[config.mk]
export PLATFORM = sky130hd
export DESIGN_NAME = lfsr_galois_gen
export DESIGN_NICKNAME = d
export VERILOG_FILES = /design/src/rtl/lfsr_galois_gen.sv
export SDC_FILE = /design/constraint.sdc
export NUM_CORES = 1
export LEC_CHECK = 0
export ABC_AREA = 1
export CAP_MARGIN = 10
export CORE_UTILIZATION = 39
export DETAILED_ROUTE_END_ITERATION = 10
export PLACE_DENSITY = 0.7
export SLEW_MARGIN = 25
export SYNTH_ARGS = -nofsm -noshare
export SYNTH_HDL_FRONTEND = slang
export SYNTH_SLANG_ARGS = --single-unit
[constraint.sdc]
create_clock -name Clk -period 1.5 [get_ports Clk]
set_input_delay 0.3 -clock Clk [delete_from_list [all_inputs] [get_ports Clk]]
set_output_delay 0.3 -clock Clk [all_outputs]
set_load 0.02 [all_outputs]
[src/rtl/lfsr_galois_gen.sv]
// lfsr_galois_gen
// Parametrised Galois LFSR pseudo-random generator. Each enabled cycle the
// state advances by STEPS single shifts. A runtime seed can be loaded, with
// an all-zero seed replaced by the SEED parameter. A period-wrap pulse fires
// when the state returns to the value it started from.
//
// Parameters:
//   WIDTH  state width in bits (2..32)
//   TAPS   Galois tap mask, WIDTH bits, bit 0 set
//   SEED   reset / substitute state, nonzero
//   STEPS  single shifts applied per enabled cycle (1..WIDTH)
//
// Ports:
//   Clk      in   clock, rising edge
//   Rst      in   synchronous active-low reset
//   Enable   in   advance the state by STEPS shifts
//   Load     in   load Seed into the state (wins over Enable)
//   Seed     in   runtime seed, WIDTH bits
//   Q        out  current state (registered)
//   Bit      out  serial output, Q[WIDTH-1]
//   Wrap     out  one-cycle pulse: state returned to the start value
//   ZeroFix  out  one-cycle pulse: a zero seed was replaced by SEED
module lfsr_galois_gen #(
    parameter int                 WIDTH = 16,
    parameter logic [WIDTH-1:0]   TAPS  = 16'h002D,
    parameter logic [WIDTH-1:0]   SEED  = '1,
    parameter int                 STEPS = 1
) (
    input  logic             Clk,
    input  logic             Rst,
    input  logic             Enable,
    input  logic             Load,
    input  logic [WIDTH-1:0] Seed,
    output logic [WIDTH-1:0] Q,
    output logic             Bit,
    output logic             Wrap,
    output logic             ZeroFix
);

    logic [WIDTH-1:0] state;
    logic [WIDTH-1:0] start;
    logic [WIDTH-1:0] stepped;
    logic             wrap_r;
    logic             zero_fix_r;

    // One Galois shift: shift towards the MSB, and when the bit falling out
    // of the top is set, fold it back in through the tap mask.
    function automatic logic [WIDTH-1:0] shift1(input logic [WIDTH-1:0] s);
        logic fb;
        fb = s[WIDTH-1];
        return {s[WIDTH-2:0], 1'b0} ^ (TAPS & {WIDTH{fb}});
    endfunction

    // STEPS shifts chained combinationally so a multi-step advance still
    // produces a new value every enabled cycle.
    always_comb begin
        stepped = state;
        for (int i = 0; i < STEPS; i++) begin
            stepped = shift1(stepped);
        end
    end

    // Reset beats Load beats Enable. The state cannot reach zero from a
    // nonzero value, so only the load path needs a zero check.
    always_ff @(posedge Clk) begin
        if (!Rst) begin
            state      <= SEED;
            start      <= SEED;
            wrap_r     <= 1'b0;
            zero_fix_r <= 1'b0;
        end else if (Load) begin
            wrap_r <= 1'b0;
            if (Seed != '0) begin
                state      <= Seed;
                start      <= Seed;
                zero_fix_r <= 1'b0;
            end else begin
                state      <= SEED;
                start      <= SEED;
                zero_fix_r <= 1'b1;
            end
        end else if (Enable) begin
            state      <= stepped;
            wrap_r     <= (stepped == start);
            zero_fix_r <= 1'b0;
        end else begin
            wrap_r     <= 1'b0;
            zero_fix_r <= 1'b0;
        end
    end

    assign Q       = state;
    assign Bit     = state[WIDTH-1];
    assign Wrap    = wrap_r;
    assign ZeroFix = zero_fix_r;

endmodule

# After elaboration in Yosys (flattened, before gate mapping)
# Index checks and enable logic that the tools add are counted.
[totals]
register_bits = 34
out_inout_bits = 19
word_cells = 16
[op_classes]
eq_ne = 1
mux = 4
bitwise = 3
reduce_logical = 4
[op_table]
columns = ["cell", "n"]
rows = [
  ["$mux 16", 3],
  ["$eq 16x16->1", 1],
  ["$reduce_bool 16->1", 1],
  ["$xor 16x6->16", 1],
  ["$reduce_or 3->1", 1],
  ["$not 1->1", 2],
  ["$reduce_and 2->1", 1],
  ["$reduce_bool 2->1", 1],
  ["$mux 1", 1],
]

# Longest topological paths before layout
# Gate-level depths: netlist of the first run.
[logic_depth]
ltp_word = 3
ltp_mapped = 8
ltp_nobuf = 8

# Least setup slack after synthesis of the first run
# No wires, ideal clock.
[synth_path]
path_kind = "register -> register"
start = "register state[15], in the netlist Q[15]"
end = "register wrap_r, in the netlist Wrap"
setup_time_ns = 0.064
arrival_time_ns = 1.076
t_required_ns = 1.436
setup_slack_ns = 0.361
stages_incl_launch_ff = 9
path_buffers = 0
synth_period_minus_slack_ns = 1.139
path_cell_list = "dfxtp_1 > inv_1 > nand2_1 > nand2_1 > nand2_1 > nand2_1 > nor2_1 > nand2_1 > nor2_1"
[synth_via]
elab_chain_len = 2
[synth_rtl]
columns = ["element", "line", "text"]
rows = [
  ["from (decl)", "40", "logic [WIDTH-1:0] state;"],
  ["from (signal assigned)", "83", "state <= stepped;"],
  ["$xor 16x6->16", "51", "return {s[WIDTH-2:0], 1'b0} ^ (TAPS & {WIDTH{fb}});"],
  ["$eq 16x16->1", "84", "wrap_r <= (stepped == start);"],
  ["to (signal assigned)", "84", ""],
  ["to (decl)", "43", "logic wrap_r;"],
]
# Every way passes these cells.
# A chain may end at the register's enable or synchronous reset.

# Worst setup path after layout of the first run
[layout_path]
start = "input port Load"
end = "register state[4], in the netlist Q[4]"
[layout_via]
elab_chain_len = 1
word_cells_on_any_way = 2
cone_classes = "1 x mux; 1 x reduce/logical"
[layout_rtl]
columns = ["element", "line", "text"]
rows = [
  ["from (decl)", "32", "input logic Load,"],
  ["$mux 16 or $reduce_bool 2->1 (tied branches)", "--", ""],
]
# Several ways; a longest one is shown, not always the timed one.

==> results of run 1 <==
[final cells by class]
class	count	area [um^2]
clock inverter	1	30.0
sequential	34	681
multi-input combinational	179	838
tap	50	62.6
timing repair buffer	64	584
clock buffer	6	82.6
inverter	28	108
fill	417	1700
[synth_stat cells, types with 2 or more instances]
cell type,count,share of area (%)
sky130_fd_sc_hd__o21ai_1,3,0.88
sky130_fd_sc_hd__clkbuf_2,2,0.59
sky130_fd_sc_hd__o21ai_0,11,3.2
sky130_fd_sc_hd__nand3_2,2,1.2
sky130_fd_sc_hd__nand3_1,33,9.7
sky130_fd_sc_hd__a21oi_1,33,9.7
sky130_fd_sc_hd__clkbuf_1,3,0.66
sky130_fd_sc_hd__nand2_1,70,15
sky130_fd_sc_hd__dfxtp_1,34,40
sky130_fd_sc_hd__nor2_1,18,4.0
sky130_fd_sc_hd__buf_6,4,2.6
sky130_fd_sc_hd__xnor2_1,3,1.5
sky130_fd_sc_hd__inv_1,26,5.7
[worst paths after layout]
check	to	slack (ns)	cells after the start
max reg2reg	Wrap	0.26	9
min reg2reg	start[1]	0.51	2
max	Q[4]	0.14	6
min	start[1]	0.51	2
[report_power, final]
part	switching (mW)	leakage [nW]	internal, mW
clock	0.322	0.0573	0.531
combinational	0.262	0.929	0.221
sequential	0.0566	0.283	0.969
total	0.641	1.27	1.72
[critical path: cells and delay by family]
| kind | cells | cell delay [ns] |
|---|---|---|
| AND/OR/NAND/NOR | 3 | 0.46 |
| buffers and inverters | 3 | 0.81 |
[through the flow]
stage	area (um^2)	setup WS, ns	hold slack (ns)
3_3_place_gp	2290	-0.101	0.488
6_report	2390	0.143	0.508
2_1_floorplan	1710	0.361	0.445
5_1_grt	2390	0.0594	0.544
3_5_place_dp	2290	-0.151	0.495
4_1_cts	2380	0.00684	0.511
[per-layer routing]
layer | part of all wire, % | global-route usage, %
met1 | 47 | 27.4
met3 | 4.1 | 6.00
met2 | 48 | 39.3
met5 | 0 | 0
met4 | 0.92 | 6.25
[cell families (layout without fill, tap and decap cells)]
logic type                after synthesis  after routing  share of synthesized area (%)
xor gates and xnor gates                3              3                           1.54
DFF                                    34             34                           39.9
and+or+nand+nor                       129            129                           33.8
buffers and inverters                  39             99                           10.9
AOI/OAI and AO/OA                      47             47                           13.8
[flip-flops by register name, summed over array words and instances (netlist names)]
| signal | flops |
|---|---|
| Wrap | 1 |
| Q | 16 |
| ZeroFix | 1 |
| start | 16 |
==> Implementation_results.wiki, run 1 <==
{| class="wikitable"
! Metric !! Value
|-
| Clock tree from TritonCTS || done
|-
| Chain of cells forming the critical path || clkdlybuf4s50_1, inv_4, nor3_4, nand3b_4, buf_12, nand3_1
|-
| Final routed DRC violation total || 0
|-
| Worst path required time || 1.71 ns
|-
| Drt pass-1 iters || 4
|-
| Max-cap check violation count || 0
|-
| Routed WL per cell || 12.7 um
|-
| Worst EP arrival || 1.57 ns
|-
| Count of distinct cell types in the synthesized netlist || 23
|-
| Relative slew margins || 84.9%
|-
| Count of pins over their slew limit || 0
|-
| Most common cell after layout, fill and taps aside || sky130_fd_sc_hd__nand2_1
|-
| Startpoint of the most critical register-to-register path || Q[15]
|-
| Count of port buffers added during placement || 38
|-
| Largest fanout of any net on the critical path || 13
|-
| Final period utilization || 90.5%
|-
| Post-synth top flop || sky130_fd_sc_hd__dfxtp_1
|-
| Layout Area Growth over Synthesis || 39.9%
|-
| Sum of overflow across all layers after global routing || 0
|-
| Post-detailed-routing wire length || 4590 um
|-
| Maximum buffer depth of the clock tree || 2
|-
| Cell area power density || 990 nW/um^2
|-
| Synthesized instance count || 252
|-
| Total setup violations reported at the end of the flow || 0
|-
| Post-DR vias/cell || 4.93
|-
| Share of flip-flops with an asynchronous set or reset || 0%
|-
| Status || complete, no violations
|-
| Critical Path Start Type || input pin
|-
| TritonCTS sink count || 34
|-
| Placed cells || 355
|-
| Height of the die || 68.1 um
|-
| Placed wire-length estimate || 3470 um
|-
| Hold wc startpoint || start[1]
|-
| Wire length of the first global-routing pass || 7630 um
|-
| TNS Setup || 0 ns
|-
| Number of synthesized register bits || 34
|-
| Hold-fix buffers at CTS || 0
|-
| Antenna diode count || 0
|-
| Number of buffers created by CTS || 5
|-
| Post-layout util || 58.4%
|-
| Total via count after detailed routing || 1,785
|-
| Initial antenna violation count || 0
|-
| Resize count post-CTS || 17
|-
| Count of placed standard cells in the final layout, fillers left out || 362
|-
| Remaining antenna violation count after routing || 0
|-
| Number of post-CTS setup repair buffers || 0
|-
| DIE WIDTH || 68.1 um
|-
| Commonest cells after routing, fill and taps aside || 70 x sky130_fd_sc_hd__nand2_1, 34 x sky130_fd_sc_hd__dfxtp_1, 33 x sky130_fd_sc_hd__a21oi_1, 33 x sky130_fd_sc_hd__nand3_1, 26 x sky130_fd_sc_hd__inv_1
|-
| Num ports || 39
|-
| Number of warnings printed during yosys synthesis || 0
|-
| Peak ir drop on the vdd network || 549 uV
|-
| Largest net degree at the start of global routing || 20
|-
| Initial drt markers || 80
|-
| Net count of the finished layout || 332
|-
| Slowest library cell on the worst path || sky130_fd_sc_hd__clkdlybuf4s50_1
|-
| Post-route total power || 2.36 mW
|-
| Starting utilization of the core area || 41.7%
|-
| Origin of the worst setup path || Load
|-
| Max Clk Rate || 737 MHz
|-
| Slowest cell delay on critical path || 0.57 ns
|-
| Mean instance size in the synthesized netlist || 6.77 um^2
|-
| Total nets after synthesis || 272
|-
| WS Path Type || input pin to register
|-
| Min Tclk post-route || 1.36 ns
|-
| CTS HTree Levels || 2
|-
| Final count of hold timing violations || 0
|-
| Fraction of layout cells with a size suffix above 1 || 12.8%
|-
| Routability Congestion || 0.921
|-
| Crit path capture type || register
|-
| Worst-path clk slew || 0.07 ns
|-
| Actual slew at the worst max-slew pin || 0.225 ns
|-
| Clk root buf || sky130_fd_sc_hd__clkbuf_8
|-
| Unrepaired setup endpoints after global routing || false
|-
| DIE AREA || 4640 um^2
|-
| Via count of the first global-routing pass || 1,688
|-
| Core region area || 4090 um^2
|-
| Worst Clk Skew || 0.00831 ns
|-
| Post-synthesis instance area || 1710 um^2
|-
| Later-pin clock latency in the skew report || 0.28 ns
|-
| Sequential-to-total area share from yosys stat || 39.9%
|-
| Hold Path Class || register to register
|-
| Leakage power summed over all cells || 1.27 nW
|-
| Number of enable flip-flop cells after synthesis || 0
|-
| Std cell rows || 23
|-
| Combined global-route utilization of all metal layers || 22.7%
|}
No activity file was read; power rests on OpenSTA's default activity.
==> run 2, diff against run 1 <==
--- a/config.mk
+++ b/config.mk
@@ -9,7 +9,7 @@
 export CAP_MARGIN = 10
 export CORE_UTILIZATION = 39
 export DETAILED_ROUTE_END_ITERATION = 10
-export PLACE_DENSITY = 0.7
+export PLACE_DENSITY = 0.72
 export SLEW_MARGIN = 25
 export SYNTH_ARGS = -nofsm -noshare
 export SYNTH_HDL_FRONTEND = slang
==> constraint.sdc (replaced) <==
create_clock -name Clk -period 1.17 [get_ports Clk]
set_input_delay 0.234 -clock Clk [delete_from_list [all_inputs] [get_ports Clk]]
set_output_delay 0.234 -clock Clk [all_outputs]
set_load 0.02 [all_outputs]
==> run 2 against run 1 <==
Combinational power up 42%. Critical path depth up 1. Design area up 5.1%. Sequential share of layout area down 1.1 points. First-iteration DRC count up 43%. Hold slack worse by 0.16 ns. Largest cell class unchanged. Cell count up 2.8%. Die area unchanged. Register-to-register slack worse by 0.20 ns. Sequential cell count unchanged.
==> Implementation_results.wiki, run 2 (synthesized netlist as in run 1, its figures left out) <==
{| class="wikitable"
! Metric !! Value
|-
| Num ports || 39 (unchanged)
|-
| Final count of hold timing violations || 0 (unchanged)
|-
| Most common cell after layout, fill and taps aside || sky130_fd_sc_hd__nand2_1 (unchanged)
|-
| TritonCTS sink count || 34 (unchanged)
|-
| Initial drt markers || 114 (was 80)
|-
| Total setup violations reported at the end of the flow || 0 (unchanged)
|-
| Hold Path Stages || 4 (was 2)
|-
| Starting utilization of the core area || 41.7% (unchanged)
|-
| WS Path Type || input pin to register (unchanged)
|-
| CTS HTree Levels || 2 (unchanged)
|-
| Number of fillers in the final layout || 368 (was 417)
|-
| Worst path required time || 1.39 ns (was 1.71 ns)
|-
| Largest fanout of any net on the critical path || 8 (was 13)
|-
| Post-route total power || 2.90 mW (was 2.36 mW)
|-
| Drt pass-1 iters || 5 (was 4)
|-
| Via count of the first global-routing pass || 1,783 (was 1,688)
|-
| Largest net degree at the start of global routing || 17 (was 20)
|-
| Hold-fix buffers at CTS || 0 (unchanged)
|-
| Relative slew margins || 84.4% (was 84.9%)
|-
| Std cell rows || 23 (unchanged)
|-
| Status || complete, no violations (unchanged)
|-
| Min Tclk post-route || 1.14 ns
|-
| Total via count after detailed routing || 1,865 (was 1,785)
|-
| Fraction of layout cells with a size suffix above 1 || 27.0% (was 12.8%)
|-
| Post-detailed-routing wire length || 5010 um (was 4590 um)
|-
| Max Clk Rate || 879 MHz
|-
| Cell area power density || 1160 nW/um^2 (was 990 nW/um^2)
|-
| Initial antenna violation count || 0 (unchanged)
|-
| Placed wire-length estimate || 3450 um (was 3470 um)
|-
| Peak ir drop on the vdd network || 722 uV (was 549 uV)
|-
| Routed WL per cell || 13.5 um (was 12.7 um)
|-
| Hold Path Class || input pin to register (was register to register)
|-
| Combined global-route utilization of all metal layers || 24.0% (was 22.7%)
|-
| Layout Area Growth over Synthesis || 47.1% (was 39.9%)
|-
| Net count of the finished layout || 341 (was 332)
|-
| Critical Path Start Type || input pin (unchanged)
|-
| Max-cap check violation count || 0 (unchanged)
|-
| Wire length of the first global-routing pass || 8110 um (was 7630 um)
|-
| Routability Congestion || 0.887 (was 0.921)
|-
| Post-place instance area || 2350 um^2 (was 2290 um^2)
|-
| Remaining antenna violation count after routing || 0 (unchanged)
|-
| Actual slew at the worst max-slew pin || 0.231 ns (was 0.225 ns)
|-
| Worst Clk Skew || 0.00103 ns (was 0.00831 ns)
|-
| Final routed DRC violation total || 0 (unchanged)
|-
| Later-pin clock latency in the skew report || 0.29 ns (was 0.28 ns)
|-
| Commonest cells after routing, fill and taps aside || 67 x sky130_fd_sc_hd__nand2_1, 33 x sky130_fd_sc_hd__nand3_1, 32 x sky130_fd_sc_hd__a21oi_1 (was 70 x sky130_fd_sc_hd__nand2_1, 34 x sky130_fd_sc_hd__dfxtp_1, 33 x sky130_fd_sc_hd__a21oi_1, 33 x sky130_fd_sc_hd__nand3_1, 26 x sky130_fd_sc_hd__inv_1)
|-
| Leakage power summed over all cells || 1.36 nW (was 1.27 nW)
|-
| Final period utilization || 97.2%
|-
| Maximum buffer depth of the clock tree || 2 (unchanged)
|-
| Height of the die || 68.1 um (unchanged)
|-
| Clk root buf || sky130_fd_sc_hd__clkbuf_8 (unchanged)
|-
| DIE AREA || 4640 um^2 (unchanged)
|-
| Antenna diode count || 0 (unchanged)
|-
| Post-DR vias/cell || 5.01 (was 4.93)
|-
| Cell area after layout || 2510 um^2 (was 2390 um^2)
|-
| Count of port buffers added during placement || 38 (unchanged)
|-
| Clock tree from TritonCTS || done (unchanged)
|-
| Core region area || 4090 um^2 (unchanged)
|-
| Number of buffers created by CTS || 5 (unchanged)
|-
| Worst-path clk slew || 0.07 ns (about the same)
|-
| R2R cell count || 9 (unchanged)
|-
| Crit path capture type || register (unchanged)
|-
| Worst EP arrival || 1.36 ns (was 1.57 ns)
|-
| DIE WIDTH || 68.1 um (unchanged)
|-
| Count of pins over their slew limit || 0 (unchanged)
|-
| Sum of overflow across all layers after global routing || 0 (unchanged)
|}
-- run 2: changes by cell type in the layout (fill, tap and decap cells not counted), moves of 5 or more --
cell and change:
sky130_fd_sc_hd__clkdlybuf4s50_1 -19, sky130_fd_sc_hd__clkbuf_2 +11, sky130_fd_sc_hd__clkdlybuf4s15_2 +7, sky130_fd_sc_hd__dfxtp_1 -6, sky130_fd_sc_hd__dfxtp_2 +6, sky130_fd_sc_hd__nor2_1 -5, sky130_fd_sc_hd__nor2_2 +5
-- run 2: layer usage --
layer	part of all wire [%]	vias up	GRT usage [%]
met3	4.3	10	5.00
met1	44	843	29.9
met2	50	59	41.1
li1	-	953	-
met5	0	-	0
met4	1.3	0	7.29
-- run 2: final cells by class --
class | count | area, um^2 | share of cell area, %
tap | 50 | 62.6 | 2.49
inverter | 28 | 108 | 4.29
clock buffer | 6 | 82.6 | 3.29
multi-input combinational | 179 | 867 | 34.6
clock inverter | 2 | 12.5 | 0.499
sequential | 34 | 688 | 27.4
timing repair buffer | 73 | 688 | 27.4
-- run 2: critical path, stage by stage --
cell,delay [ns]
sky130_fd_sc_hd__dlygate4sd2_1,0.25
sky130_fd_sc_hd__nor2_2,0.13
sky130_fd_sc_hd__nand2_2,0.09
sky130_fd_sc_hd__nor3_4,0.14
sky130_fd_sc_hd__nand3b_4,0.22
sky130_fd_sc_hd__clkbuf_16,0.23
sky130_fd_sc_hd__nand3_1,0.07
-- run 2: final timing paths --
path | startpoint | to | slack [ns]
setup reg to reg | Q[15] | Wrap | 0.06
hold reg to reg | start[8] | start[8] | 0.51
hold / removal | Seed[1] | start[1] | 0.35
setup / recovery | Seed[3] | Q[5] | 0.03
-- run 2: what timing repair did --
item                                    4_1_cts  5_1_grt
pin swaps                                    11        9
gates resized for setup                      73       29
gates cloned                                  2        1
endpoints found under the setup margin       53       45
buffers inserted                              1        0
-- run 2: power breakdown --
group          leakage [nW]  switching, mW  internal, mW
Combinational          1.03          0.380         0.305
Clock                0.0472          0.440         0.473
Sequential            0.282         0.0574          1.25
-- run 2: per-stage QoR --
stage / cells / setup slack (ns) / hold WS (ns) / util [%] / TNS [ns]
after floorplan: 252 / 0.0306 / 0.379 / - / 0
after global placement: 361 / -0.351 / 0.489 / 57.4 / -10.65
after detailed placement: 361 / -0.376 / 0.495 / 57.4 / -11.41
after CTS: 371 / 0.000377 / 0.328 / 61.4 / 0
after global routing: 372 / -0.000892 / 0.375 / 61.4 / -0.000892
final: 372 / 0.0325 / 0.348 / 61.4 / 0
